### config.mk
export PLATFORM = sky130hd
export DESIGN_NAME = vregfile_seq
export DESIGN_NICKNAME = d
export VERILOG_FILES = /design/src/rtl/vregfile_seq_pkg.sv /design/src/rtl/vregfile_seq_rr_arb.sv /design/src/rtl/vregfile_seq.sv
export SDC_FILE = /design/constraint.sdc
export NUM_CORES = 1
export LEC_CHECK = 0
export CAP_MARGIN = 30
export CORE_AREA = 2 2 363 365
export DETAILED_ROUTE_END_ITERATION = 8
export DIE_AREA = 0 0 365 367
export PLACE_DENSITY_LB_ADDON = 0.15
export SKIP_CTS_REPAIR_TIMING = 1
export SLEW_MARGIN = 40
export SYNTH_ARGS = -nofsm -noshare
export SYNTH_HDL_FRONTEND = slang
export SYNTH_SLANG_ARGS = --single-unit
### constraint.sdc
create_clock -name clk_i -period 2 [get_ports clk_i]
set_input_delay 0.2 -clock clk_i [delete_from_list [all_inputs] [get_ports clk_i]]
set_output_delay 0.2 -clock clk_i [all_outputs]
set_load 0.01 [all_outputs]
### src/rtl/vregfile_seq_pkg.sv
// ============================================================================
// Module  : vregfile_seq_pkg
// Brief   : Shared types for the vector register file port sequencer.
// Revision: 1.0 - initial release
// ============================================================================
`default_nettype none

package vregfile_seq_pkg;

    typedef enum logic [2:0] {
        IDLE     = 3'd0,
        RD_A     = 3'd1,
        RD_B     = 3'd2,
        ISSUE    = 3'd3,
        WAIT_RES = 3'd4,
        WB       = 3'd5
    } vrf_seq_state_e;

    // Requester slots on the round-robin arbiter.
    localparam int unsigned REQ_OP  = 0;
    localparam int unsigned REQ_LSU = 1;

endpackage : vregfile_seq_pkg

`default_nettype wire

### src/rtl/vregfile_seq_rr_arb.sv
// ============================================================================
// Module  : vrf_rr_arb2
// Brief   : Two-way round-robin arbiter; prio flop favours req[1] when set.
// Revision: 1.0 - initial release
// ============================================================================
`default_nettype none

module vrf_rr_arb2 (
    input  logic       clk_i,
    input  logic       rst_ni,
    input  logic       en_i,
    input  logic [1:0] req_i,
    output logic [1:0] gnt_o
);

    logic prio_q;

    always_comb begin
        gnt_o = 2'b00;
        if (en_i) begin
            if (req_i[0] && req_i[1]) begin
                gnt_o = prio_q ? 2'b10 : 2'b01;
            end else begin
                gnt_o = req_i;
            end
        end
    end

    // Whoever wins yields priority to the other side next time.
    always_ff @(posedge clk_i or negedge rst_ni) begin
        if (!rst_ni) begin
            prio_q <= 1'b0;
        end else if (gnt_o != 2'b00) begin
            prio_q <= gnt_o[0];
        end
    end

endmodule : vrf_rr_arb2

`default_nettype wire

### src/rtl/vregfile_seq.sv
// ============================================================================
// Module  : vregfile_seq
// Brief   : Shares the single vregfile port between the ALU op path and LSU.
// Revision: 1.0 - initial release
// ============================================================================
`default_nettype none

module vregfile_seq
    import vregfile_seq_pkg::*;
#(
    parameter int unsigned DataWidth = 128,
    parameter int unsigned AddrWidth = 5
) (
    input  logic                 clk_i,
    input  logic                 rst_ni,
    input  logic                 op_valid_i,
    output logic                 op_ready_o,
    input  logic [AddrWidth-1:0] op_vs1_i,
    input  logic [AddrWidth-1:0] op_vs2_i,
    input  logic [AddrWidth-1:0] op_vd_i,
    output logic                 alu_valid_o,
    input  logic                 alu_ready_i,
    output logic [DataWidth-1:0] alu_a_o,
    output logic [DataWidth-1:0] alu_b_o,
    input  logic                 res_valid_i,
    output logic                 res_ready_o,
    input  logic [DataWidth-1:0] res_data_i,
    input  logic                 lsu_req_i,
    output logic                 lsu_gnt_o,
    input  logic                 lsu_we_i,
    input  logic [AddrWidth-1:0] lsu_addr_i,
    input  logic [DataWidth-1:0] lsu_wdata_i,
    output logic                 lsu_rvalid_o,
    output logic [DataWidth-1:0] lsu_rdata_o,
    output logic                 busy_o,
    output logic                 vrf_we_o,
    output logic [AddrWidth-1:0] vrf_addr_o,
    output logic [DataWidth-1:0] vrf_wdata_o,
    input  logic [DataWidth-1:0] vrf_rdata_i
);

    vrf_seq_state_e state_q, state_d;

    logic [AddrWidth-1:0] vs1_q, vs2_q, vd_q;
    logic [DataWidth-1:0] res_q;
    logic [DataWidth-1:0] alu_a_q, alu_b_q;
    logic [DataWidth-1:0] lsu_rdata_q;
    logic                 lsu_rvalid_q;

    logic [1:0] arb_req, arb_gnt;
    logic       arb_en;
    logic       op_win, lsu_win;

    assign arb_req[REQ_OP]  = op_valid_i;
    assign arb_req[REQ_LSU] = lsu_req_i;
    // Gating with rst_ni keeps every handshake low while reset is held.
    assign arb_en  = (state_q == IDLE) && rst_ni;
    assign op_win  = arb_gnt[REQ_OP];
    assign lsu_win = arb_gnt[REQ_LSU];

    vrf_rr_arb2 u_arb (
        .clk_i  (clk_i),
        .rst_ni (rst_ni),
        .en_i   (arb_en),
        .req_i  (arb_req),
        .gnt_o  (arb_gnt)
    );

    always_ff @(posedge clk_i or negedge rst_ni) begin
        if (!rst_ni) begin
            state_q <= IDLE;
        end else begin
            state_q <= state_d;
        end
    end

    always_comb begin
        state_d     = state_q;
        op_ready_o  = 1'b0;
        lsu_gnt_o   = 1'b0;
        alu_valid_o = 1'b0;
        res_ready_o = 1'b0;
        vrf_we_o    = 1'b0;
        vrf_addr_o  = '0;
        vrf_wdata_o = '0;
        unique case (state_q)
            IDLE: begin
                op_ready_o = op_win;
                lsu_gnt_o  = lsu_win;
                if (lsu_win) begin
                    vrf_we_o    = lsu_we_i;
                    vrf_addr_o  = lsu_addr_i;
                    vrf_wdata_o = lsu_wdata_i;
                end
                if (op_win) begin
                    state_d = RD_A;
                end
            end
            RD_A: begin
                vrf_addr_o = vs1_q;
                state_d    = RD_B;
            end
            RD_B: begin
                vrf_addr_o = vs2_q;
                state_d    = ISSUE;
            end
            ISSUE: begin
                alu_valid_o = 1'b1;
                if (alu_ready_i) begin
                    state_d = WAIT_RES;
                end
            end
            WAIT_RES: begin
                res_ready_o = 1'b1;
                if (res_valid_i) begin
                    state_d = WB;
                end
            end
            WB: begin
                vrf_we_o    = 1'b1;
                vrf_addr_o  = vd_q;
                vrf_wdata_o = res_q;
                state_d     = IDLE;
            end
            default: begin
                state_d = IDLE;
            end
        endcase
    end

    always_ff @(posedge clk_i or negedge rst_ni) begin
        if (!rst_ni) begin
            vs1_q        <= '0;
            vs2_q        <= '0;
            vd_q         <= '0;
            res_q        <= '0;
            alu_a_q      <= '0;
            alu_b_q      <= '0;
            lsu_rdata_q  <= '0;
            lsu_rvalid_q <= 1'b0;
        end else begin
            lsu_rvalid_q <= lsu_win && !lsu_we_i;
            if (lsu_win && !lsu_we_i) begin
                lsu_rdata_q <= vrf_rdata_i;
            end
            if (op_win) begin
                vs1_q <= op_vs1_i;
                vs2_q <= op_vs2_i;
                vd_q  <= op_vd_i;
            end
            if (state_q == RD_A) begin
                alu_a_q <= vrf_rdata_i;
            end
            if (state_q == RD_B) begin
                alu_b_q <= vrf_rdata_i;
            end
            if ((state_q == WAIT_RES) && res_valid_i) begin
                res_q <= res_data_i;
            end
        end
    end

    assign alu_a_o      = alu_a_q;
    assign alu_b_o      = alu_b_q;
    assign lsu_rdata_o  = lsu_rdata_q;
    assign lsu_rvalid_o = lsu_rvalid_q;
    assign busy_o       = (state_q != IDLE);

endmodule : vregfile_seq

`default_nettype wire

==> out/results.txt, run 1 <==
min Tclk post-route -> 2.848 ns
initial core utilization -> 0.1658
WP data arrival -> 2.65 ns
Netlist cell types -> 27
total standard cell area after synthesis -> 21640 um2
aggregate global routing overflow -> 0
clock root cell -> sky130_fd_sc_hd__clkbuf_16
Final #Nets -> 2857
Simple-Gate Fraction of Synth Area -> 0.007402
total global routing track utilization -> 0.1434
Max-Slew Margin vs Limit -> 0.6233
fraction of synthesized cell area taken by the top area cell type -> 0.6153
final worst hold slack -> 0.1505 ns
library cell with the largest summed area after synthesis -> sky130_fd_sc_hd__dfrtp_1
Pwr Total -> 63230 uW
number of clock sinks -> 532
timing-limited maximum frequency -> 351.1 MHz
H-tree depth reported by CTS -> 3
main combinational cell family by area after synthesis -> multiplexers
number of endpoints failing setup at the final stage -> 525
violated checks -> setup timing
core outline area -> 130500 um2
routed wire length -> 109700 um
clock-pin transition on the worst setup and hold timing paths -> 0.06 ns
final count of pins violating max slew -> 0
drt drc -> 0
initial antenna violation count -> 34
class of the most critical hold timing path -> in2reg
WS Path Type -> reg2out
area of the die -> 134000 um2
result of the run -> complete, but fails checks
Filler Cell Count -> 13370
yosys synthesis warning count -> 0
slowest library cell on the worst path -> sky130_fd_sc_hd__or3_4
share of the yosys chip area belonging to registers -> 0.6153
ranking of synthesized cells by instance count -> sky130_fd_sc_hd__dfrtp_1 (532), sky130_fd_sc_hd__mux2_2 (418), sky130_fd_sc_hd__a22o_1 (128)
DP Wirelength -> 77700 um
delay of the slowest cell on the worst path -> 0.41 ns
power per unit of standard cell area -> 1639 nW/um2
Top-Level Pins -> 935
Worst Tran Pin Value -> 0.5651 ns
maximum count of clock buffers along a single path -> 3
count of endpoints failing hold in the final timing report -> 0
final sum of negative setup slack -> -215.31 ns
buffers added on ports -> 934
first drt pass iteration count -> 4
data required time at the worst endpoint -> 1.80 ns
largest vdd supply drop -> 0.7185 mV
DR WL/cell -> 25.71 um
Die W -> 365 um
number of enable flip-flop cells after synthesis -> 0
most repeated cell in the gate-level netlist after synthesis -> sky130_fd_sc_hd__dfrtp_1
vias in the first global route -> 17390
nets in the synthesized netlist -> 1732
remaining antenna violation count -> 0
Synth Flop Type -> sky130_fd_sc_hd__dfrtp_1
clock latency of the later-clocked register in the worst-skew pair -> 0.67 ns
pin count of the biggest net entering global routing -> 128
Final Core Density -> 0.2957
CP dominant cell by count -> sky130_fd_sc_hd__buf_6
mux share of post-synthesis cell area -> 0.2955
global placement routability congestion -> 0.8713
drt first-iter violations -> 756
top post-synthesis cells by area -> sky130_fd_sc_hd__dfrtp_1 (62%), sky130_fd_sc_hd__mux2_2 (22%), sky130_fd_sc_hd__mux2_4 (7.6%)
share of the clock period used by the worst path -> 1.424
element type at the critical path start -> flop
xor-xnor portion of the synthesized cell area -> 0
static leakage -> 0.01719 uW
CTS buffer count -> 70
largest fanout on the critical path -> 7
first-pass GRT wire length -> 136500 um
area of all sequential standard cells -> 13310 um2
post-synthesis compound-gate area fraction -> 0.05638
arithmetic-cell share of the synthesized area counting full adders, half adders and majority gates -> 0
die boundary height -> 367 um
TritonCTS clock tree -> yes
flops & latches, synth -> 532
number of cell rows -> 133
multi-input combinational cell area -> 8541 um2
synthesis-to-layout area growth -> 78.29%
sequence of cells on the critical path -> or3_4 -> nor3b_4 -> buf_6 -> clkbuf_16 -> buf_8 -> buf_6 -> a22o_1 -> buf_2
clock skew -> 0.03447 ns
fraction of layout cells with a size suffix above 1 -> 0.4018
worst path setup slack after routing -> -0.8481 ns
Gate Count Post-Synth -> 1321
endpoint class of the critical path -> output port
via count of the routed design -> 16410
RSZ-0062 raised after global routing -> yes
# Max-Cap Violations -> 0
average via count per standard cell -> 3.846
mean post-synth cell area -> 16.38 um2
share of async-settable or async-resettable flops after synthesis -> 1.000
-- cell families after synthesis --
family          Yosys count
flops                   532
buf+inv                  92
mux                     532
compound gates          140
simple gates             25
-- sequential cells by signal (all words and copies together), names as in the netlist --
register      count
res_q           128
alu_b_o         128
vs2_q             5
lsu_rdata_o     128
state_q           3
alu_a_o         128
lsu_rvalid_o      1
vs1_q             5
vd_q              5
u_arb.prio_q      1
-- through the flow --
step / cells / setup WS, ns / area, um2
after global routing: 4265 / -0.9541 / 38570
after detailed placement: 4034 / -0.4532 / 33960
final: 4267 / -0.8481 / 38580
after global placement: 4032 / -0.4566 / 33900
after CTS: 4161 / -1.204 / 36440
after floorplan: 1321 / 0.1006 / 21640
-- routing by layer --
metal / part of all wire / wire length (um) / GRT usage / vias to the layer above
met4: 0.028 / 3021 / 0.05255 / 16
met5: 0.0010 / 115 / 0 / -
li1: - / - / - / 7118
met3: 0.074 / 8104 / 0.05033 / 157
met1: 0.39 / 43000 / 0.1579 / 8481
met2: 0.51 / 55460 / 0.2522 / 637
-- power breakdown --
part           internal (uW)  total [uW]  switching [uW]
combinational          18400       29700           11300
sequential             16300       20000            3660
clock                   8170       13500            5350
total                  42900       63200           20400
-- cell usage in the layout, fill, tap and decap left out, types with 2 or more instances in the layout --
cell,netlist,layout
sky130_fd_sc_hd__a21o_1,3,3
sky130_fd_sc_hd__a221o_1,5,5
sky130_fd_sc_hd__a22o_1,128,124
sky130_fd_sc_hd__a22o_4,0,4
sky130_fd_sc_hd__a31oi_1,2,2
sky130_fd_sc_hd__buf_12,0,40
sky130_fd_sc_hd__buf_16,0,15
sky130_fd_sc_hd__buf_2,56,101
sky130_fd_sc_hd__buf_4,2,65
sky130_fd_sc_hd__buf_6,17,47
sky130_fd_sc_hd__buf_8,0,23
sky130_fd_sc_hd__bufinv_16,0,8
sky130_fd_sc_hd__clkbuf_1,10,11
sky130_fd_sc_hd__clkbuf_16,0,104
sky130_fd_sc_hd__clkbuf_2,0,22
sky130_fd_sc_hd__clkbuf_8,0,16
sky130_fd_sc_hd__clkdlybuf4s50_1,0,793
sky130_fd_sc_hd__clkinv_16,0,3
sky130_fd_sc_hd__clkinv_2,0,11
sky130_fd_sc_hd__clkinvlp_4,0,2
sky130_fd_sc_hd__dfrtp_1,532,532
sky130_fd_sc_hd__diode_2,0,11
sky130_fd_sc_hd__inv_1,3,2
sky130_fd_sc_hd__inv_6,0,3
sky130_fd_sc_hd__mux2_2,418,240
sky130_fd_sc_hd__mux2_4,109,287
sky130_fd_sc_hd__mux2i_1,5,5
sky130_fd_sc_hd__nand2_1,3,3
sky130_fd_sc_hd__nand2b_1,3,2
sky130_fd_sc_hd__nor2_1,9,7
sky130_fd_sc_hd__nor2_4,0,2
sky130_fd_sc_hd__nor3b_4,0,2
-- final timing paths --
check                      cells after the start       startpoint              end  slack [ns]
max                                            8       state_q[0]  vrf_wdata_o[56]       -0.85
min                                            2      op_vs1_i[2]         vs1_q[2]        0.15
max reg2reg                                   11       state_q[2]  lsu_rdata_o[96]       -0.61
min reg2reg                                    1  lsu_rdata_o[16]  lsu_rdata_o[16]        0.50
max in group asynchronous                      7           rst_ni      alu_a_o[79]        0.46
min in group asynchronous                      4           rst_ni       res_q[107]        0.25
-- final cells by class --
cell class              instances  area share
diodes                         11   0.0007136
clock buffers                  97     0.05219
clock inverters                30     0.01223
inverters                       3   0.0002919
multi-input cells             697      0.2214
flip-flops and latches        532      0.3451
well taps                    1755     0.05692
repair buffers               1142      0.3111
-- worst max-delay path: cells and delay by family (launching register included) --
kind	cells	cell delay, ns
and+or+nand+nor	2	0.64
DFF	1	0.39
buffers and inverters	5	0.78
AOI/OAI and AO/OA	1	0.16
Note: power is estimated with default switching activity, not from simulation.
==> run 2, diff against run 1 <==
--- a/config.mk
+++ b/config.mk
@@ -9,6 +9,7 @@
 export CORE_AREA = 2 2 363 365
 export DETAILED_ROUTE_END_ITERATION = 8
 export DIE_AREA = 0 0 365 367
+export GPL_TIMING_DRIVEN = 0
 export PLACE_DENSITY_LB_ADDON = 0.15
 export SKIP_CTS_REPAIR_TIMING = 1
 export SLEW_MARGIN = 40
==> out/results.txt, run 2 (synthesis gave the netlist of run 1 again) <==
switching power summed over all nets -> 19170 uW (was 20350 uW)
Net Sw Frac -> 0.3242 (was 0.3219)
DP Area -> 33420 um2 (was 33960 um2)
number of buffer and inverter stages on the critical path -> 6 (was 5)
Pwr Total -> 59140 uW (was 63230 uW)
worst path setup slack after routing -> -0.8350 ns (was -0.8481 ns)
average via count per standard cell -> 3.807 (was 3.846)
global placement routability congestion -> 0.8569 (was 0.8713)
Clock power frac -> 0.235 (was 0.214)
cell-internal power -> 39970 uW (was 42880 uW)
combinational power share -> 0.434 (was 0.470)
core outline area -> 130500 um2 (unchanged)
H-tree depth reported by CTS -> 3 (unchanged)
maximum count of clock buffers along a single path -> 3 (unchanged)
class of the most critical hold timing path -> in2async (was in2reg)
result of the run -> complete, but fails checks (unchanged)
TritonCTS clock tree -> yes (unchanged)
largest vdd supply drop -> 0.7301 mV (was 0.7185 mV)
number of endpoints failing setup at the final stage -> 504 (was 525)
element type at the critical path start -> flop (unchanged)
number of clock sinks -> 532 (unchanged)
first drt pass iteration count -> 5 (was 4)
total global routing track utilization -> 0.1474 (was 0.1434)
sequence of cells on the critical path -> buf_6 -> or3_4 -> nor3b_4 -> buf_8 -> buf_12 -> buf_8 -> buf_12 -> a22o_1 -> buf_2 (was or3_4 -> nor3b_4 -> buf_6 -> clkbuf_16 -> buf_8 -> buf_6 -> a22o_1 -> buf_2)
number of cell rows -> 133 (unchanged)
DP Wirelength -> 80470 um (was 77700 um)
share of the clock period used by the worst path -> 1.417 (was 1.424)
area of the die -> 134000 um2 (unchanged)
clock skew -> 0.04122 ns (was 0.03447 ns)
via count of the routed design -> 16160 (was 16410)
aggregate global routing overflow -> 0 (unchanged)
Die W -> 365 um (unchanged)
drt first-iter violations -> 599 (was 756)
Top-Level Pins -> 935 (unchanged)
# Max-Cap Violations -> 0 (unchanged)
Final #Nets -> 2829 (was 2857)
endpoint class of the critical path -> output port (unchanged)
die boundary height -> 367 um (unchanged)
power per unit of standard cell area -> 1576 nW/um2 (was 1639 nW/um2)
clock-pin transition on the worst setup and hold timing paths -> 0.06 ns (about the same)
WS Path Type -> reg2out (unchanged)
count of endpoints failing hold in the final timing report -> 0 (unchanged)
first-pass GRT wire length -> 139400 um (was 136500 um)
drt drc -> 0 (unchanged)
Max-Slew Margin vs Limit -> 0.4228 (was 0.6233)
pin count of the biggest net entering global routing -> 74 (was 128)
data required time at the worst endpoint -> 1.80 ns (about the same)
fraction of layout cells with a size suffix above 1 -> 0.3908 (was 0.4018)
remaining antenna violation count -> 0 (unchanged)
WP data arrival -> 2.63 ns (was 2.65 ns)
buffers added on ports -> 934 (unchanged)
leading cell types in the layout, fill and taps excluded -> sky130_fd_sc_hd__clkdlybuf4s50_1 (797), sky130_fd_sc_hd__dfrtp_1 (530), sky130_fd_sc_hd__mux2_2 (418) (was sky130_fd_sc_hd__clkdlybuf4s50_1 (793), sky130_fd_sc_hd__dfrtp_1 (532), sky130_fd_sc_hd__mux2_4 (287))
min Tclk post-route -> 2.835 ns (was 2.848 ns)
timing-limited maximum frequency -> 352.7 MHz (was 351.1 MHz)
violated checks -> setup timing (unchanged)
synthesis-to-layout area growth -> 73.39% (was 78.29%)
static leakage -> 0.01634 uW (was 0.01719 uW)
initial antenna violation count -> 36 (was 34)
delay of the slowest cell on the worst path -> 0.39 ns (was 0.41 ns)
routed wire length -> 106300 um (was 109700 um)
CTS buffer count -> 73 (was 70)
Flop pwr share -> 0.330 (was 0.316)
DR WL/cell -> 25.03 um (was 25.71 um)
RSZ-0062 raised after global routing -> yes (unchanged)
clock root cell -> sky130_fd_sc_hd__clkbuf_16 (unchanged)
commonest non-fill, non-tap cell in the layout -> sky130_fd_sc_hd__clkdlybuf4s50_1 (unchanged)
clock latency of the later-clocked register in the worst-skew pair -> 0.67 ns (about the same)
Final Instance Area -> 37520 um2 (was 38580 um2)
largest fanout on the critical path -> 6 (was 7)
Top delay family on crit path -> buffers and inverters (unchanged)
initial core utilization -> 0.1658 (unchanged)
Worst Tran Pin Value -> 0.8630 ns (was 0.5651 ns)
slowest library cell on the worst path -> sky130_fd_sc_hd__dfrtp_1 (was sky130_fd_sc_hd__or3_4)
final count of pins violating max slew -> 0 (unchanged)
vias in the first global route -> 17310 (was 17390)
==> run 2: layout make-up <==
class	instances	area, um2
Inverter	3	11.26
Antenna cell	13	32.53
Multi-Input combinational cell	697	7914
Fill cell	13410	92950
Clock inverter	24	416.7
Clock buffer	110	2166
Timing Repair Buffer	1025	10610
Tap cell	1755	2196
Buffer	86	854.6
Sequential cell	532	13320
==> run 2: path summary, 6_finish.rpt <==
check / startpoint / to / slack (ns) / cells past startpoint
min in group clk_i: res_data_i[18] / res_q[18] / 0.14 / 2
worst max register to register: state_q[0] / res_q[89] / -0.67 / 8
worst min register to register: lsu_rdata_o[12] / lsu_rdata_o[12] / 0.50 / 1
worst max-delay path: state_q[0] / vrf_wdata_o[87] / -0.83 / 9
worst min-delay path: rst_ni / state_q[2] / 0.04 / 7
max in group asynchronous: rst_ni / res_q[52] / 0.18 / 9
==> run 2: power groups by stage <==
| stage | combinational, uW | clock, uW | sequential, uW |
|---|---|---|---|
| floorplan | 9310 | 0 | 20800 |
| global placement | 25100 | 0 | 19600 |
| global route | 27200 | 14900 | 20300 |
| detailed placement | 25400 | 0 | 19600 |
| finish | 25700 | 13900 | 19500 |
| CTS | 25400 | 14500 | 19600 |
==> run 2: metal layers <==
metal	wire length, um	track usage	vias to the layer above	share of wire
li1	-	-	7088	-
met1	39610	0.1607	8284	0.37
met2	54920	0.2610	621	0.52
met3	9133	0.05433	146	0.086
met4	2470	0.05009	22	0.023
met5	138	0	-	0.0013
==> run 2: through the flow <==
| stage | utilization | hold slack [ns] | setup TNS [ns] | instances | setup slack, ns |
|---|---|---|---|---|---|
| after CTS | 0.2759 | -0.6154 | -588.86 | 4152 | -2.394 |
| after detailed placement | 0.2561 | 0.1673 | -646.38 | 4018 | -2.147 |
| final | 0.2876 | 0.03623 | -207.69 | 4245 | -0.8350 |
| after floorplan | - | -0.09559 | 0 | 1321 | 0.1006 |
| after global placement | 0.2543 | 0.4877 | - | 4010 | -24.79 |
| after global routing | 0.2874 | 0.005188 | -270.39 | 4238 | -0.9687 |
==> run 2: tightest hold or removal path, delay by kind of cell <==
kind | cells | cell delay [ns]
buffers and inverters | 7 | 0.81
==> run 3, diff against run 2 <==
--- a/config.mk
+++ b/config.mk
@@ -5,6 +5,7 @@
 export SDC_FILE = /design/constraint.sdc
 export NUM_CORES = 1
 export LEC_CHECK = 0
+export ABC_CLOCK_PERIOD_IN_PS = 2000
 export CAP_MARGIN = 30
 export CORE_AREA = 2 2 363 365
 export DETAILED_ROUTE_END_ITERATION = 8
==> results of run 3 <==
The final DEF is identical to that of run 2; final timing and power are the same.
